**src/rtl/fetch_unit_if.sv**
```systemverilog
// ----------------------------------------------------------------------------
// fetch_unit_if
//   Bundles every signal the fetch unit exchanges with its neighbours:
//   instruction memory (request/response), the redirect source and the
//   decode stage.
//
//   Signal summary (direction as seen from the fetch unit, modport master):
//     imem_req_valid   out  1   fetch request to instruction memory
//     imem_req_addr    out  32  word-aligned byte address of the request
//     imem_req_ready   in   1   memory accepts the request this cycle
//     imem_resp_valid  in   1   response data valid this cycle
//     imem_resp_data   in   32  fetched instruction word
//     redirect_valid   in   1   taken branch/jump, refetch from redirect_pc
//     redirect_pc      in   32  redirect target address
//     id_ready         in   1   decode consumes the output slot this cycle
//     if_valid         out  1   output slot holds a valid instruction
//     if_instr         out  32  instruction in the output slot
//     if_pc            out  32  address of if_instr
//     if_opcode        out  7   if_instr[6:0] for the control unit
//
//   The slave modport is the mirror image, used by the environment.
// ----------------------------------------------------------------------------
interface fetch_unit_if;
    logic        imem_req_valid;
    logic [31:0] imem_req_addr;
    logic        imem_req_ready;
    logic        imem_resp_valid;
    logic [31:0] imem_resp_data;
    logic        redirect_valid;
    logic [31:0] redirect_pc;
    logic        id_ready;
    logic        if_valid;
    logic [31:0] if_instr;
    logic [31:0] if_pc;
    logic [6:0]  if_opcode;

    modport master (
        output imem_req_valid,
        output imem_req_addr,
        input  imem_req_ready,
        input  imem_resp_valid,
        input  imem_resp_data,
        input  redirect_valid,
        input  redirect_pc,
        input  id_ready,
        output if_valid,
        output if_instr,
        output if_pc,
        output if_opcode
    );

    modport slave (
        input  imem_req_valid,
        input  imem_req_addr,
        output imem_req_ready,
        output imem_resp_valid,
        output imem_resp_data,
        output redirect_valid,
        output redirect_pc,
        output id_ready,
        input  if_valid,
        input  if_instr,
        input  if_pc,
        input  if_opcode
    );
endinterface

```
**src/rtl/fetch_unit.sv**
```systemverilog
// ----------------------------------------------------------------------------
// fetch_unit
//   Instruction fetch stage. Keeps a pc register, issues at most one
//   instruction-memory request at a time, and places each returned word in a
//   one-entry output slot for the decode stage. Redirects flush the slot and
//   restart fetching at the (word-aligned) target; a response belonging to a
//   request issued before a redirect is dropped via the discard flag.
//
//   Ports:
//     clk   in   sole clock, rising edge
//     rst   in   synchronous, active-high reset
//     bus   fetch_unit_if.master -- memory, redirect and decode signals
//
//   Parameter:
//     RESET_PC   first fetch address after reset (must be word aligned)
//
//   FSM states:
//     state  | meaning
//     -------+------------------------------------------------------------
//     S_REQ  | no request outstanding; present pc to memory when the slot
//            | is empty or being drained this cycle
//     S_WAIT | one request outstanding; waiting for imem_resp_valid
// ----------------------------------------------------------------------------
module fetch_unit #(
    parameter logic [31:0] RESET_PC = 32'h0000_0000
) (
    input  logic         clk,
    input  logic         rst,
    fetch_unit_if.master bus
);

    typedef enum logic {
        S_REQ  = 1'b0,
        S_WAIT = 1'b1
    } state_t;

    state_t      state_q, state_d;
    logic [31:0] pc_q, pc_d;
    logic        discard_q, discard_d;
    logic        if_valid_q, if_valid_d;
    logic [31:0] if_instr_q, if_instr_d;
    logic [31:0] if_pc_q, if_pc_d;

    logic        req_valid;
    logic        req_fire;
    logic        resp_take;

    // A new request is only allowed when the slot will have room for its
    // response: either it is empty or decode drains it this very cycle.
    assign req_valid = (state_q == S_REQ) && (!if_valid_q || bus.id_ready);
    assign req_fire  = req_valid && bus.imem_req_ready;

    // Responses are only meaningful while a request is outstanding.
    assign resp_take = (state_q == S_WAIT) && bus.imem_resp_valid;

    assign bus.imem_req_valid = req_valid;
    assign bus.imem_req_addr  = pc_q;
    assign bus.if_valid       = if_valid_q;
    assign bus.if_instr       = if_instr_q;
    assign bus.if_pc          = if_pc_q;
    assign bus.if_opcode      = if_instr_q[6:0];

    always_ff @(posedge clk) begin
        if (rst) begin
            state_q    <= S_REQ;
            pc_q       <= RESET_PC;
            discard_q  <= 1'b0;
            if_valid_q <= 1'b0;
            if_instr_q <= 32'h0000_0000;
            if_pc_q    <= 32'h0000_0000;
        end else begin
            state_q    <= state_d;
            pc_q       <= pc_d;
            discard_q  <= discard_d;
            if_valid_q <= if_valid_d;
            if_instr_q <= if_instr_d;
            if_pc_q    <= if_pc_d;
        end
    end

    always_comb begin
        state_d    = state_q;
        pc_d       = pc_q;
        discard_d  = discard_q;
        if_valid_d = if_valid_q;
        if_instr_d = if_instr_q;
        if_pc_d    = if_pc_q;

        if (bus.redirect_valid) begin
            // Redirect wins over everything else this cycle. The slot is
            // flushed even if decode is stalled; if_instr/if_pc keep their
            // stale values and are qualified by if_valid downstream.
            pc_d       = bus.redirect_pc & 32'hFFFF_FFFC;
            if_valid_d = 1'b0;
            case (state_q)
                S_REQ: begin
                    // A request handshaking now fetches the old path, so
                    // its response must be thrown away.
                    if (req_fire) begin
                        state_d   = S_WAIT;
                        discard_d = 1'b1;
                    end else begin
                        discard_d = 1'b0;
                    end
                end
                S_WAIT: begin
                    if (bus.imem_resp_valid) begin
                        state_d   = S_REQ;
                        discard_d = 1'b0;
                    end else begin
                        discard_d = 1'b1;
                    end
                end
                default: state_d = S_REQ;
            endcase
        end else begin
            if (if_valid_q && bus.id_ready) begin
                if_valid_d = 1'b0;
            end

            case (state_q)
                S_REQ: begin
                    if (req_fire) begin
                        state_d = S_WAIT;
                    end
                end
                S_WAIT: begin
                    if (resp_take) begin
                        state_d = S_REQ;
                        if (discard_q) begin
                            discard_d = 1'b0;
                        end else begin
                            // The request was only issued with room in the
                            // slot, so loading here never overwrites an
                            // unconsumed instruction.
                            if_valid_d = 1'b1;
                            if_instr_d = bus.imem_resp_data;
                            if_pc_d    = pc_q;
                            pc_d       = pc_q + 32'd4;
                        end
                    end
                end
                default: state_d = S_REQ;
            endcase
        end
    end

endmodule

```
**src/flat_wrapper.sv**
```systemverilog
// flat-port wrapper written by rule: the top's interface ports become plain ports
module fetch_unit_flat 
#(
    parameter logic [31:0] RESET_PC = 32'h0000_0000
)
  (clk, rst, bus_imem_req_valid, bus_imem_req_addr, bus_imem_req_ready, bus_imem_resp_valid, bus_imem_resp_data, bus_redirect_valid, bus_redirect_pc, bus_id_ready, bus_if_valid, bus_if_instr, bus_if_pc, bus_if_opcode);
  fetch_unit_if bus_i ();
  input  logic clk;
  input  logic rst;
  output wire logic [$bits(bus_i.imem_req_valid)-1:0] bus_imem_req_valid;
  output wire logic [$bits(bus_i.imem_req_addr)-1:0] bus_imem_req_addr;
  input wire logic [$bits(bus_i.imem_req_ready)-1:0] bus_imem_req_ready;
  input wire logic [$bits(bus_i.imem_resp_valid)-1:0] bus_imem_resp_valid;
  input wire logic [$bits(bus_i.imem_resp_data)-1:0] bus_imem_resp_data;
  input wire logic [$bits(bus_i.redirect_valid)-1:0] bus_redirect_valid;
  input wire logic [$bits(bus_i.redirect_pc)-1:0] bus_redirect_pc;
  input wire logic [$bits(bus_i.id_ready)-1:0] bus_id_ready;
  output wire logic [$bits(bus_i.if_valid)-1:0] bus_if_valid;
  output wire logic [$bits(bus_i.if_instr)-1:0] bus_if_instr;
  output wire logic [$bits(bus_i.if_pc)-1:0] bus_if_pc;
  output wire logic [$bits(bus_i.if_opcode)-1:0] bus_if_opcode;
  assign bus_imem_req_valid = bus_i.imem_req_valid;
  assign bus_imem_req_addr = bus_i.imem_req_addr;
  assign bus_i.imem_req_ready = bus_imem_req_ready;
  assign bus_i.imem_resp_valid = bus_imem_resp_valid;
  assign bus_i.imem_resp_data = bus_imem_resp_data;
  assign bus_i.redirect_valid = bus_redirect_valid;
  assign bus_i.redirect_pc = bus_redirect_pc;
  assign bus_i.id_ready = bus_id_ready;
  assign bus_if_valid = bus_i.if_valid;
  assign bus_if_instr = bus_i.if_instr;
  assign bus_if_pc = bus_i.if_pc;
  assign bus_if_opcode = bus_i.if_opcode;
  fetch_unit #(.RESET_PC(RESET_PC)) u_core (.clk(clk), .rst(rst), .bus(bus_i));
endmodule
```
**config.mk**
```make
export PLATFORM = sky130hd
export DESIGN_NAME = fetch_unit_flat
export DESIGN_NICKNAME = d
export VERILOG_FILES = /design/src/rtl/fetch_unit_if.sv /design/src/rtl/fetch_unit.sv /design/src/flat_wrapper.sv
export SDC_FILE = /design/constraint.sdc
export NUM_CORES = 1
export LEC_CHECK = 0
export ABC_AREA = 1
export CAP_MARGIN = 20
export CELL_PAD_IN_SITES_DETAIL_PLACEMENT = 0
export CELL_PAD_IN_SITES_GLOBAL_PLACEMENT = 1
export CORE_ASPECT_RATIO = 1.25
export CORE_MARGIN = 2
export CORE_UTILIZATION = 43
export DETAILED_ROUTE_END_ITERATION = 10
export DONT_BUFFER_PORTS = 1
export PLACE_DENSITY = 0.85
export SYNTH_ARGS = -nofsm -noshare
export SYNTH_HDL_FRONTEND = slang
export SYNTH_SLANG_ARGS = --single-unit
export TNS_END_PERCENT = 50
```
**constraint.sdc**
```tcl
create_clock -name clk -period 1.65 [get_ports clk]
set_clock_uncertainty 0.05 [all_clocks]
set_input_delay 0.4125 -clock clk [delete_from_list [all_inputs] [get_ports clk]]
set_output_delay 0.4125 -clock clk [all_outputs]
set_load 0.05 [all_outputs]
```
==> After elaboration in Yosys (flattened, before gate mapping) <==
Cells that the tools add are included.
{ "totals": {"latchBits": 0, "rom_bits": 0, "inputBits": 70, "ff_bits": 99, "wordCells": 42, "mem_bits_rw": 0, "mem_count": 0} }
{ "op_classes": {"multipliers": 0, "addsub": 1, "reduce_logical": 13, "order_cmp": 0, "div_mod_pow": 0, "shifts": 0, "bitwise": 3, "eq_ne": 1, "muxes": 17} }
{ "op_table": {"columns": ["op", "count"], "rows": [
  ["32-bit two-way mux", 4],
  ["32-bit by 3-bit adder with 32-bit output, second input constant", 1],
  ["1-bit two-way mux", 11],
  ["3-bit AND reduction", 2],
  ["1-bit logical AND", 4],
  ["1-bit one-hot mux with 2 select lines", 2],
  ["4-bit AND reduction", 1],
  ["2-bit nonzero test", 2],
  ["1-bit NOT", 3],
  ["2-bit inequality test, second input constant", 1],
  ["2-bit AND reduction", 1],
  ["2-bit OR reduction", 1],
  ["1-bit zero test", 1],
  ["1-bit logical OR", 1]
]} }

==> Logic depth before layout (Yosys ltp) <==
{ "logic_depth": {"word_depth": 7, "mapped_depth": 10, "depth_no_buf": 10} }

==> Worst setup path before layout <==
No wires, ideal clock.
{ "synth_path": {"path_kind": "reg2reg", "from": "reg u_core.pc_q[3] (netlist: u_core.bus.imem_req_addr[3])", "to": "reg u_core.pc_q[24] (netlist: u_core.bus.imem_req_addr[24])", "arrival_time_ns": 1.730, "t_required_ns": 1.468, "setup_ns": 0.132, "n_path_buf": 0, "slack_ns": -0.262, "path_stages_with_launch": 11, "path_cell_list": "dfxtp_1 > ha_1 > nand2_1 > nor2_2 > nand2_1 > nor2_4 > nand2_1 > nand2_1 > nand3_1 > nand2_1 > a21oi_1"} }
{ "synth_via": {"elab_chain_cells": 5} }
{ "synth_lines": {"columns": ["item", "line_no", "rtl"], "rows": [
  ["from (decl)", "fetch_unit.sv:38", "logic [31:0] pc_q, pc_d;"],
  ["from (signal assigned)", "fetch_unit.sv:73", "pc_q <= pc_d;"],
  ["32-bit by 3-bit adder with 32-bit output", "fetch_unit.sv:139", "pc_d = pc_q + 32'd4;"],
  ["32-bit two-way mux", "fetch_unit.sv:130", "if (discard_q) begin"],
  ["32-bit two-way mux", "fetch_unit.sv:128", "if (resp_take) begin"],
  ["32-bit two-way mux", "fetch_unit.sv:121", "case (state_q)"],
  ["32-bit two-way mux", "fetch_unit.sv:89", "if (bus.redirect_valid) begin"]
]} }
No other way between the ends. The select of a mux whose other input is x is not followed.
A chain may end at the register's enable or synchronous reset.

==> Final worst setup path <==
{ "layout_path": {"from": "reg u_core.if_valid_q (netlist: u_core.bus.if_valid)", "to": "out bus_imem_req_valid"} }
{ "layout_via": {"elab_chain_cells": 3} }
{ "layout_lines": {"columns": ["item", "line_no", "rtl"], "rows": [
  ["from (decl)", "fetch_unit.sv:40", "logic if_valid_q, if_valid_d;"],
  ["from (signal assigned)", "fetch_unit.sv:75", "if_valid_q <= if_valid_d;"],
  ["1-bit zero test", "fetch_unit.sv:50", "assign req_valid = (state_q == S_REQ) && (!if_valid_q || bus.id_ready);"],
  ["1-bit logical OR", "fetch_unit.sv:50", null],
  ["1-bit logical AND", "fetch_unit.sv:50", null],
  ["to (decl)", "flat_wrapper.sv:10", "output wire logic [$bits(bus_i.imem_req_valid)-1:0] bus_imem_req_valid;"]
]} }
No other way between the ends.

==> flow_summary.json <==
{
  "hold_path_depth": 1,
  "grt_first_pass_wirelength_um": 18900,
  "wl_per_cell_um": 16.2,
  "dp.cells": 759,
  "via_per_inst": 5.23,
  "cap_violations": 0,
  "clock_latency_ps": 350,
  "pin_count": 175,
  "r2r_end": "u_core.bus.imem_req_addr[10]$_SDFFE_PP0P_",
  "cts_made_buffers": 9,
  "rows": 41,
  "dp_worst_setup_slack_ps": 45.7,
  "routed_wl_um": 12600,
  "status": "completed",
  "place_congestion": 0.936,
  "rr_worst_depth": 8,
  "power.switching_mw": 1.69,
  "cts_root_buf": "clkbuf_16",
  "die_area_mm2": 0.0110,
  "syn-cell-area_mm2": 0.00438,
  "hold_viol_final": 0,
  "core-area_mm2": 0.0100,
  "ys_types": 34,
  "tightest_slew_ps": 545,
  "p_int_mw": 4.04,
  "grt_overflow": 0,
  "placed_area_mm2": 0.00477,
  "grt_pass1_vias": 3935,
  "seq_power_share_pct": 46.5,
  "cp_slowest_cell": "dfxtp_1",
  "worstPathRequired_ps": 1190,
  "synth_area_leaders": "dfxtp_1, nor2_1, nand2_1, o21ai_0, a21oi_1",
  "ys_seq_elements": 95,
  "layoutNonFillerInstCount": 779,
  "synth_top_area_share_pct": 43.4,
  "hp-class": "in -> reg",
  "max-clock-path-buffers": 2,
  "yosysTopAreaCell": "dfxtp_1",
  "critPathLaunchType": "flop",
  "nNetsFinal": 716,
  "dp_hpwl_um": 8950,
  "clkPwrFrac_pct": 40.7,
  "synth_area_per_cell_um2": 7.07,
  "via_count": 4073,
  "cp_top_family": "flip-flops",
  "max_freq_mhz": 637,
  "ys_seq_area_share_pct": 43.4,
  "p_leak_nw": 2.03,
  "crit_arrival_ps": 1110,
  "layout-drive-gt1-share_pct": 17.4,
  "ctsHtreeMaxLevel": 3,
  "fin_crit_ps": 1570,
  "diodes": 0,
  "crit_type": "reg -> out",
  "setup_ws_ps": 78.9,
  "power_frac_comb_pct": 12.7,
  "area_growth_syn_to_layout_pct": 18.3,
  "ant_nets": 0,
  "critical_path.max_fanout": 2,
  "fin_area_mm2": 0.00518,
  "fp.dieW_um": 94.3,
  "min-delay-start": "rst",
  "cp-end-kind": "output port",
  "drt-initial-drc-count": 160,
  "reg2reg_from": "u_core.bus.imem_req_addr[2]$_SDFFE_PP0P_",
  "path_buf_inv": 2,
  "die_h_um": 117,
  "drc_errors": 0,
  "synth.yosys.warnings": 0,
  "relSlewSlack_pct": 63.6,
  "regToRegSetupSlack_ps": 140,
  "cts_tree": "yes",
  "setup_violations": 0,
  "period_share_pct": 95.2,
  "p_per_area_mw_per_mm2": 1110,
  "portBuffers": 0,
  "antenna_found_initial": 0,
  "grt_usage_pct": 22.3,
  "slew_viol_final": 0,
  "cts.clk_slew.worst_paths_ps": 70,
  "initial_core_util_pct": 43.8,
  "grt_max_degree": 50,
  "min_to": "u_core.bus.imem_req_addr[2]$_SDFFE_PP0P_",
  "cts.sinks": 95,
  "crit_chain": "inv_1, nor2_1, nor2_2, buf_4",
  "vdd_ir_drop_max_mv": 0.438,
  "drt-pass1-iter-count": 4,
  "critPathMaxStageDelay_ps": 340,
  "finalSetupTns_ps": 0,
  "postSynthCellCount": 620,
  "power.switching_fraction_pct": 29.5
}
power groups by stage:
stage | Combinational (mW) | Clock, mW | Sequential, mW
2_1_floorplan | 0.369 | 0 | 2.90
3_3_place_gp | 0.710 | 0 | 2.72
3_5_place_dp | 0.723 | 0 | 2.72
4_1_cts | 0.726 | 2.40 | 2.67
5_1_grt | 0.800 | 2.48 | 2.68
6_report | 0.731 | 2.34 | 2.67
worst max-delay path by stage:
stage	endpoint	slack, ps	start	cells after the start
after floorplan	u_core.bus.imem_req_addr[21]$_SDFFE_PP0P_	-30	u_core.bus.imem_req_addr[8]$_SDFFE_PP0P_	7
after global placement	u_core.bus.imem_req_addr[24]$_SDFFE_PP0P_	60	u_core.bus.imem_req_addr[3]$_SDFFE_PP0P_	10
after global routing	u_core.bus.imem_req_addr[29]$_SDFFE_PP0P_	-3	u_core.bus.imem_req_addr[19]$_SDFFE_PP0P_	9
after detailed placement	u_core.bus.imem_req_addr[24]$_SDFFE_PP0P_	50	u_core.bus.imem_req_addr[3]$_SDFFE_PP0P_	10
after CTS	u_core.bus.imem_req_addr[24]$_SDFFE_PP0P_	40	u_core.bus.imem_req_addr[3]$_SDFFE_PP0P_	10
final	bus_imem_req_valid	80	u_core.bus.if_valid$_SDFF_PP0_	4
routing by layer:
| metal | track usage [%] | up-vias | wire length, um |
|---|---|---|---|
| li1 | - | 2042 | - |
| met5 | 0 | - | 0 |
| met4 | 12.7 | 0 | 433 |
| met1 | 24.7 | 1845 | 4970 |
| met2 | 38.2 | 157 | 6080 |
| met3 | 6.66 | 29 | 1120 |
per-stage QoR:
stage / power (mW) / util [%] / hold WS (ps)
2_1_floorplan: 3.27 / - / 462
3_5_place_dp: 3.44 / 47.7 / 431
3_3_place_gp: 3.43 / 47.7 / 417
5_1_grt: 5.97 / 51.8 / 58.4
6_report: 5.74 / 51.8 / 72.3
4_1_cts: 5.79 / 51.1 / 58.2
cells by family after synthesis:
kind of cell,synth area share [%]
buffers and inverters,8.31
adder cells (fa/ha/maj),0.286
flip-flops,43.4
AND/OR/NAND/NOR,31.4
other,0.0856
AO/OA/AOI/OAI,15.3
XOR/XNOR,1.20
flip-flops by register name, indices dropped and copies added, names as in the netlist:
register	cells
u_core.bus.imem_req_addr	30
u_core.bus.if_instr	32
u_core.state_q	1
u_core.bus.if_valid	1
u_core.discard_q	1
u_core.bus.if_pc	30
layout by cell type (no fill, tap or decap), types with 3 or more instances in the layout:
master and n:
a22oi_1 3, o211ai_1 5, nor3_1 5, nand2_1 114, nor2_1 135, clkbuf_16 11, nand2_2 5, a211oi_1 3
buf_4 49, conb_1 4, nand3_1 27, nand3_2 3, a31oi_1 5, clkinv_2 3, buf_12 4, nor2_4 10
dfxtp_1 84, o21ai_0 69, a21oi_1 39, nor2_2 5, dfxtp_2 9, xor2_1 5, nand2_4 3, inv_1 31
synthesized netlist by cell type (all sizes together):
master and count:
nor3 5, o21ai 69, xor2 5, nor2 151, nand4 1, nand2 122, nand3 30, a211oi 3
o211a 1, and2 1, xnor2 1, dfxtp 95, nand3b 2, ha 1, o22ai 1, a22oi 3
o211ai 5, or2 1, conb 1, clkbuf 19, a31oi 5, a21oi 39, buf 25, inv 34
cell type report:
cell class	instances	area, um^2
timing repair buffer	55	484
tap	129	161
clock buffer	10	250
inverter	34	129
clock inverter	6	87.6
sequential	95	1920
fill	1009	4820
multi-input combinational	450	2150
worst register-to-register path: cells and delay by family (launching register included):
family / cells / cell delay [ps]
AOI/OAI and AO/OA: 1 / 80
xor gates and xnor gates: 1 / 130
adders and majority gates: 1 / 130
buffers and inverters: 1 / 150
DFF: 1 / 360
and+or+nand+nor: 4 / 490
timing repair:
item | 4_1_cts | 5_1_grt
setup buffers | 0 | 3
resized for setup | 0 | 7
endpoints found under the setup margin | 0 | 16
hold buffers | 0 | 0
Power figures use the tool's default switching activity.
